<file path="config.mk">
export PLATFORM = sky130hd
export DESIGN_NAME = perf_counter_unit_flat
export DESIGN_NICKNAME = d
export VERILOG_FILES = /design/src/rtl/perf_counter_unit_if.sv /design/src/rtl/perf_counter_unit.sv /design/src/flat_wrapper.sv
export SDC_FILE = /design/constraint.sdc
export NUM_CORES = 2
export LEC_CHECK = 0
export CAP_MARGIN = 40
export CELL_PAD_IN_SITES_DETAIL_PLACEMENT = 1
export CELL_PAD_IN_SITES_GLOBAL_PLACEMENT = 1
export CORE_AREA = 10 10 277 279
export DETAILED_ROUTE_END_ITERATION = 8
export DIE_AREA = 0 0 287 289
export PLACE_DENSITY_LB_ADDON = 0.1
export REMOVE_ABC_BUFFERS = 1
export SYNTH_ARGS = -nofsm -noshare
export SYNTH_HDL_FRONTEND = slang
export SYNTH_SLANG_ARGS = --single-unit
</file>
<file path="constraint.sdc">
create_clock -name clk -period 5.8 [get_ports clk]
set_clock_uncertainty 0.1 [all_clocks]
set_input_delay 0.87 -clock clk [delete_from_list [all_inputs] [get_ports clk]]
set_output_delay 0.87 -clock clk [all_outputs]
set_load 0.005 [all_outputs]
</file>
<file path="src/rtl/perf_counter_unit_if.sv">
// perf_counter_unit_if: fetch-observation and readback bundle for perf_counter_unit.
//   master (core / bench): drives fetch_valid, fetch_opcode, fetch_pc, rd_sel; samples rd_data, halted
//   slave  (counter unit): samples the fetch/readback inputs; drives rd_data, halted
interface perf_counter_unit_if #(parameter int CNT_W = 32);
    logic             fetch_valid;
    logic [6:0]       fetch_opcode;
    logic [31:0]      fetch_pc;
    logic [4:0]       rd_sel;
    logic [CNT_W-1:0] rd_data;
    logic             halted;
    modport master (output fetch_valid, fetch_opcode, fetch_pc, rd_sel, input rd_data, halted);
    modport slave  (input fetch_valid, fetch_opcode, fetch_pc, rd_sel, output rd_data, halted);
endinterface

</file>
<file path="src/rtl/perf_counter_unit.sv">
// perf_counter_unit: per-class instruction/cycle profiler with halt-loop detection and registered readback.
//   clk   : rising-edge clock
//   reset : synchronous, active-low; zeroes all state including rd_data
//   en    : count enable; 0 freezes counting state
//   clr   : synchronous clear of counters and halt state (rd_data still updates)
//   bus   : perf_counter_unit_if.slave (fetch_valid/opcode/pc, rd_sel in; rd_data, halted out)
//   Build option PERF_SATURATE_EN: counters and adds clamp at all-ones instead of wrapping.
module perf_counter_unit #(
    parameter int CNT_W = 32
) (
    input  logic                clk,
    input  logic                reset,
    input  logic                en,
    input  logic                clr,
    perf_counter_unit_if.slave  bus
);
    localparam logic [CNT_W-1:0] ONE = CNT_W'(1);

    logic [CNT_W-1:0] cyc_cnt, instr_cnt, run_cnt, rd_q, rd_next;
    logic [CNT_W-1:0] class_cnt [8];
    logic [CNT_W-1:0] class_cyc [8];
    logic [31:0]      last_pc;
    logic [2:0]       cur_class, f_class, idx;
    logic [1:0]       rep_cnt;
    logic             pending, halted_r, fire, same, halt_now, counted, cnt_cyc;

    function automatic logic [2:0] op_class(input logic [6:0] op);
        return op == 7'b0110011 ? 3'd0 :
               op == 7'b0010011 ? 3'd1 :
               op == 7'b0000011 ? 3'd2 :
               op == 7'b0100011 ? 3'd3 :
               op == 7'b1100011 ? 3'd4 :
               op == 7'b1101111 ? 3'd5 :
               op == 7'b0110111 ? 3'd6 : 3'd7;
    endfunction

    function automatic logic [CNT_W-1:0] add(input logic [CNT_W-1:0] a, input logic [CNT_W-1:0] b);
`ifdef PERF_SATURATE_EN
        logic [CNT_W:0] s;
        s = {1'b0, a} + {1'b0, b};
        return s[CNT_W] ? '1 : s[CNT_W-1:0];
`else
        return a + b;
`endif
    endfunction

    assign f_class  = op_class(bus.fetch_opcode);
    assign fire     = bus.fetch_valid && en && !halted_r && !clr;
    // pending doubles as "a last PC exists", so PC 0 right after reset is not a repeat
    assign same     = pending && bus.fetch_pc == last_pc;
    // the second consecutive repeat halts; that fetch and its cycle are not counted
    assign halt_now = fire && same && rep_cnt == 2'd1;
    assign counted  = fire && !halt_now;
    assign cnt_cyc  = en && !halted_r && !clr && !halt_now;
    // class_cnt (2..9) and class_cyc (10..17) are 8 apart, so one index serves both
    assign idx      = 3'(bus.rd_sel - 5'd2);

    always_comb begin
        rd_next = '0;
        if (bus.rd_sel == 5'd0) rd_next = cyc_cnt;
        else if (bus.rd_sel == 5'd1) rd_next = instr_cnt;
        else if (bus.rd_sel < 5'd10) rd_next = class_cnt[idx];
        else if (bus.rd_sel < 5'd18) rd_next = class_cyc[idx];
        else if (bus.rd_sel == 5'd18) rd_next = CNT_W'({pending, halted_r});
    end

    always_ff @(posedge clk) begin
        if (!reset || clr) begin
            cyc_cnt   <= '0;
            instr_cnt <= '0;
            run_cnt   <= '0;
            rep_cnt   <= '0;
            cur_class <= '0;
            pending   <= 1'b0;
            last_pc   <= '0;
            halted_r  <= 1'b0;
            for (int i = 0; i < 8; i++) begin
                class_cnt[i] <= '0;
                class_cyc[i] <= '0;
            end
        end else begin
            if (cnt_cyc) cyc_cnt <= add(cyc_cnt, ONE);
            if (counted) begin
                instr_cnt          <= add(instr_cnt, ONE);
                class_cnt[f_class] <= add(class_cnt[f_class], ONE);
                if (pending) class_cyc[cur_class] <= add(class_cyc[cur_class], run_cnt);
                run_cnt   <= ONE;
                cur_class <= f_class;
                pending   <= 1'b1;
                last_pc   <= bus.fetch_pc;
                rep_cnt   <= same ? rep_cnt + 2'd1 : 2'd0;
            end else if (cnt_cyc) begin
                run_cnt <= add(run_cnt, ONE);
            end
            if (halt_now) halted_r <= 1'b1;
        end
    end

    always_ff @(posedge clk) begin
        if (!reset) rd_q <= '0;
        else rd_q <= rd_next;
    end

    assign bus.rd_data = rd_q;
    assign bus.halted  = halted_r;
endmodule

</file>
<file path="src/flat_wrapper.sv">
// flat-port wrapper written by rule: the top's interface ports become plain ports
module perf_counter_unit_flat 
#(
    parameter int CNT_W = 32
)
  (clk, reset, en, clr, bus_fetch_valid, bus_fetch_opcode, bus_fetch_pc, bus_rd_sel, bus_rd_data, bus_halted);
  perf_counter_unit_if #(.CNT_W(CNT_W)) bus_i ();
  input  logic clk;
  input  logic reset;
  input  logic en;
  input  logic clr;
  input wire logic [$bits(bus_i.fetch_valid)-1:0] bus_fetch_valid;
  input wire logic [$bits(bus_i.fetch_opcode)-1:0] bus_fetch_opcode;
  input wire logic [$bits(bus_i.fetch_pc)-1:0] bus_fetch_pc;
  input wire logic [$bits(bus_i.rd_sel)-1:0] bus_rd_sel;
  output wire logic [$bits(bus_i.rd_data)-1:0] bus_rd_data;
  output wire logic [$bits(bus_i.halted)-1:0] bus_halted;
  assign bus_i.fetch_valid = bus_fetch_valid;
  assign bus_i.fetch_opcode = bus_fetch_opcode;
  assign bus_i.fetch_pc = bus_fetch_pc;
  assign bus_i.rd_sel = bus_rd_sel;
  assign bus_rd_data = bus_i.rd_data;
  assign bus_halted = bus_i.halted;
  perf_counter_unit #(.CNT_W(CNT_W)) u_core (.clk(clk), .reset(reset), .en(en), .clr(clr), .bus(bus_i));
endmodule
</file>
==> key figures <==
Status
  • Status: finished, final reports clean

Cells and area
  • Fin util: 0.5639
  • Share of cells above drive strength 1: 0.1657
  • Nets: 3216
  • Post-route insts no fill: 4136
  • Fillers: 7301
  • Diodes inserted: 0
  • Layout Area Growth over Synthesis: 13.62%

STA
  • Final setup violation count: 0
  • Fin crit period: 5421 ps
  • Period Utilization, post-route: 0.9347
  • Worst Tran Pin Value: 963.8 ps
  • RSZ-0062 raised after global routing: no
  • Slew headroom: 0.3528
  • Final Hold Vio Count: 0
  • Setup TNS: 0 ps
  • Final hold slack: 370.3 ps
  • Max-slew violations: 0
  • FMAX: 0.1845 GHz

CTS
  • Max clock buf depth: 3
  • CTS sink cnt: 682
  • Hold buffers post-CTS: 0
  • Clock-pin slew on the worst setup and hold paths: 60 ps
  • Later-pin clock latency in the skew report: 620 ps
  • Buffer count from post-CTS setup fixing: 0
  • CTS tree: yes
  • CTS Buf Count: 75
  • Post-CTS Resized: 0
  • CTS Root Buffer Type: clkbuf_16
  • H-tree Lvls: 3

Power and ir drop
  • Worst vdd ir: 195.3 uV
  • P_leak: 14.23 nW
  • Pwr/cell area: 283.1 nW/um2
  • Power, Total: 11.35 mW

Yosys
  • Post-synth EDFFs: 512
  • Synth Register Bits: 682
  • Yosys cell types: 79
  • Yosys warnings: 0
  • Primary FF master, synth: edfxtp_1
  • Syn Inst Count: 3034
  • Avg Inst Size Synth: 11.63 um2
  • Share of async-settable or async-resettable flops after synthesis: 0
  • Post-synthesis sequential area ratio: 0.5320
  • Mapped cell area: 35300 um2

Setup path
  • Stages on worst setup path: 14
  • Worst reg-to-reg path cell count: 14
  • Startpoint Class: flop
  • Max incr delay on CP: 590 ps
  • Top Family by Delay on Critical Path: compound AO/OA/AOI/OAI gates
  • CP max FO: 35
  • Cell repeated most along the worst path: a21oi_1
  • CP Cell Sequence: buf_12 -> mux4_2 -> mux2_2 -> ha_1 -> nand2_1 -> o21ai_0 -> a221o_1 -> a21oi_1 -> a211oi_1 -> a21oi_1 -> o21bai_1 -> a31oi_1 -> xnor2_1 -> nor2_1
  • Worst Setup Path Type: reg -> reg
  • Critical Path RT: 6030 ps
  • Worst Path Buf+Inv: 1
  • Data arrival, critical path: 5650 ps
  • R2R setup slack: 380 ps
  • CP max stage cell: a211oi_1
  • Critical path endpoint category: flop

Global routing
  • Largest net degree at the start of global routing: 113
  • Total GRT Usage: 0.2815
  • Vias in the first global route: 27.71k
  • Initial antenna violation count: 1
  • First-pass GRT wire length: 177400 um
  • Grt ovf: 0

Worst hold path
  • Worst Hold Depth: 2
  • Hold WC Path Type: reg -> reg
  • Worst Hold Launch: u_core.last_pc[30]

Die
  • Die width: 287 um
  • I/O pin total: 82
  • # rows: 98
  • Die H: 289 um
  • Total core area: 71120 um2
  • Full die area: 82940 um2
  • Initial Utilization: 0.4963

Route
  • WL final: 118000 um
  • Detail Route Antenna Nets: 0
  • Vias/cell: 6.461
  • Wire length per cell: 28.54 um
  • Initial DRC count: 2596
  • Vias: 26.72k
  • DRC: 0
  • Pre-Repair DR Iteration Count: 5

Placed design
  • Placed instance count: 4002
  • IO Port Bufs: 81
  • RePlAce Congestion: 0.8836
  • Detailed Place HPWL: 74590 um

Flow run
  • Max Cap Viol: 0
## cells in the mapped netlist, types with 8 or more instances
library cell,n,area [um2]
buf_2,11,55.05
o221ai_1,56,490.5
a21oi_1,97,485.5
and2_1,35,219.0
dfxtp_1,170,3403
clkbuf_1,146,548.0
nor4_1,14,87.58
nor3_1,48,240.2
nor2b_1,10,62.56
nand3_1,80,400.4
o21ai_0,85,425.4
nand4_1,43,269.0
nand2_1,285,1070
xor2_1,92,805.8
inv_1,33,123.9
buf_1,28,105.1
and4_1,12,105.1
mux2i_1,84,840.8
and3_1,30,187.7
a211oi_1,15,112.6
a21o_1,21,157.7
edfxtp_1,512,15370
a211oi_2,8,100.1
mux4_2,194,4369
mux2_2,34,382.9
or3_1,10,62.56
xnor2_1,81,709.4
buf_6,10,112.6
nor2_1,618,2320
o22ai_1,21,131.4
ha_1,37,462.9
## sequential cells by signal, summed over array words and instances (netlist names), 2 cells and up, named ones only
register            count
u_core.class_cnt      256
u_core.class_cyc      256
u_core.bus.rd_data     32
u_core.cyc_cnt         32
u_core.instr_cnt       32
u_core.last_pc         32
u_core.run_cnt         32
u_core.cur_class        3
u_core.rep_cnt          2
## cell families (layout without fill, tap and decap cells)
kind of cell | Yosys count | after routing | synth area share
adder cells (fa/ha/maj) | 38 | 38 | 0.01368
XOR/XNOR | 173 | 173 | 0.04292
flip-flops | 682 | 682 | 0.5320
AO/OA/AOI/OAI | 368 | 368 | 0.07033
buffers and inverters | 235 | 387 | 0.02825
multiplexers | 312 | 312 | 0.1584
AND/OR/NAND/NOR | 1226 | 1226 | 0.1544
## layout by cell type (no fill, tap or decap), types with 84 or more instances in the layout
master    count
buf_4       125
a21oi_1      95
mux2i_1      84
nand2_1     284
xor2_1       92
o21ai_0      85
mux4_2      194
edfxtp_1    512
dfxtp_1     167
nor2_1      617
## metal layers
| metal | GRT usage | part of all wire | vias up |
|---|---|---|---|
| met2 | 0.4768 | 0.49 | 1253 |
| met3 | 0.04356 | 0.079 | 226 |
| met5 | 0 | 0.00011 | - |
| met1 | 0.3639 | 0.40 | 13860 |
| met4 | 0.1008 | 0.034 | 2 |
| li1 | - | - | 11382 |
## per-stage QoR
| stage | setup WS, ps | area, um2 |
|---|---|---|
| after floorplan | -1160 | 34430 |
| after global placement | 443.8 | 37640 |
| after detailed placement | 287.5 | 37700 |
| after CTS | 460.0 | 40110 |
| after global routing | 169.8 | 40110 |
| final | 378.6 | 40110 |
## worst min-delay path: stages (launching register included)
cell and delay (ps):
dfxtp_1 320, nand2_1 50, a21oi_1 50
## layout make-up
type	instances	area (um2)	area share
clock buffer	99	2073	0.05169
clock inverter	35	327.8	0.008174
inverter	33	123.9	0.003089
multi-input combinational	2117	15580	0.3885
sequential	682	18780	0.4684
tap	950	1189	0.02964
timing repair buffer	220	2027	0.05054
## final timing paths
check | end
max reg2reg | u_core.class_cyc[6][31]
max | u_core.class_cyc[6][31]
min | u_core.last_pc[30]
min reg2reg | u_core.last_pc[30]
## report_power, final
group | internal [mW] | leakage (nW) | switching, mW | total, mW
Clock | 2.78 | 1.18 | 2.00 | 4.78
Combinational | 0.419 | 5.97 | 0.655 | 1.07
Sequential | 5.40 | 7.08 | 0.101 | 5.50
Total | 8.60 | 14.2 | 2.75 | 11.4
(Power assumes the default switching activity.)
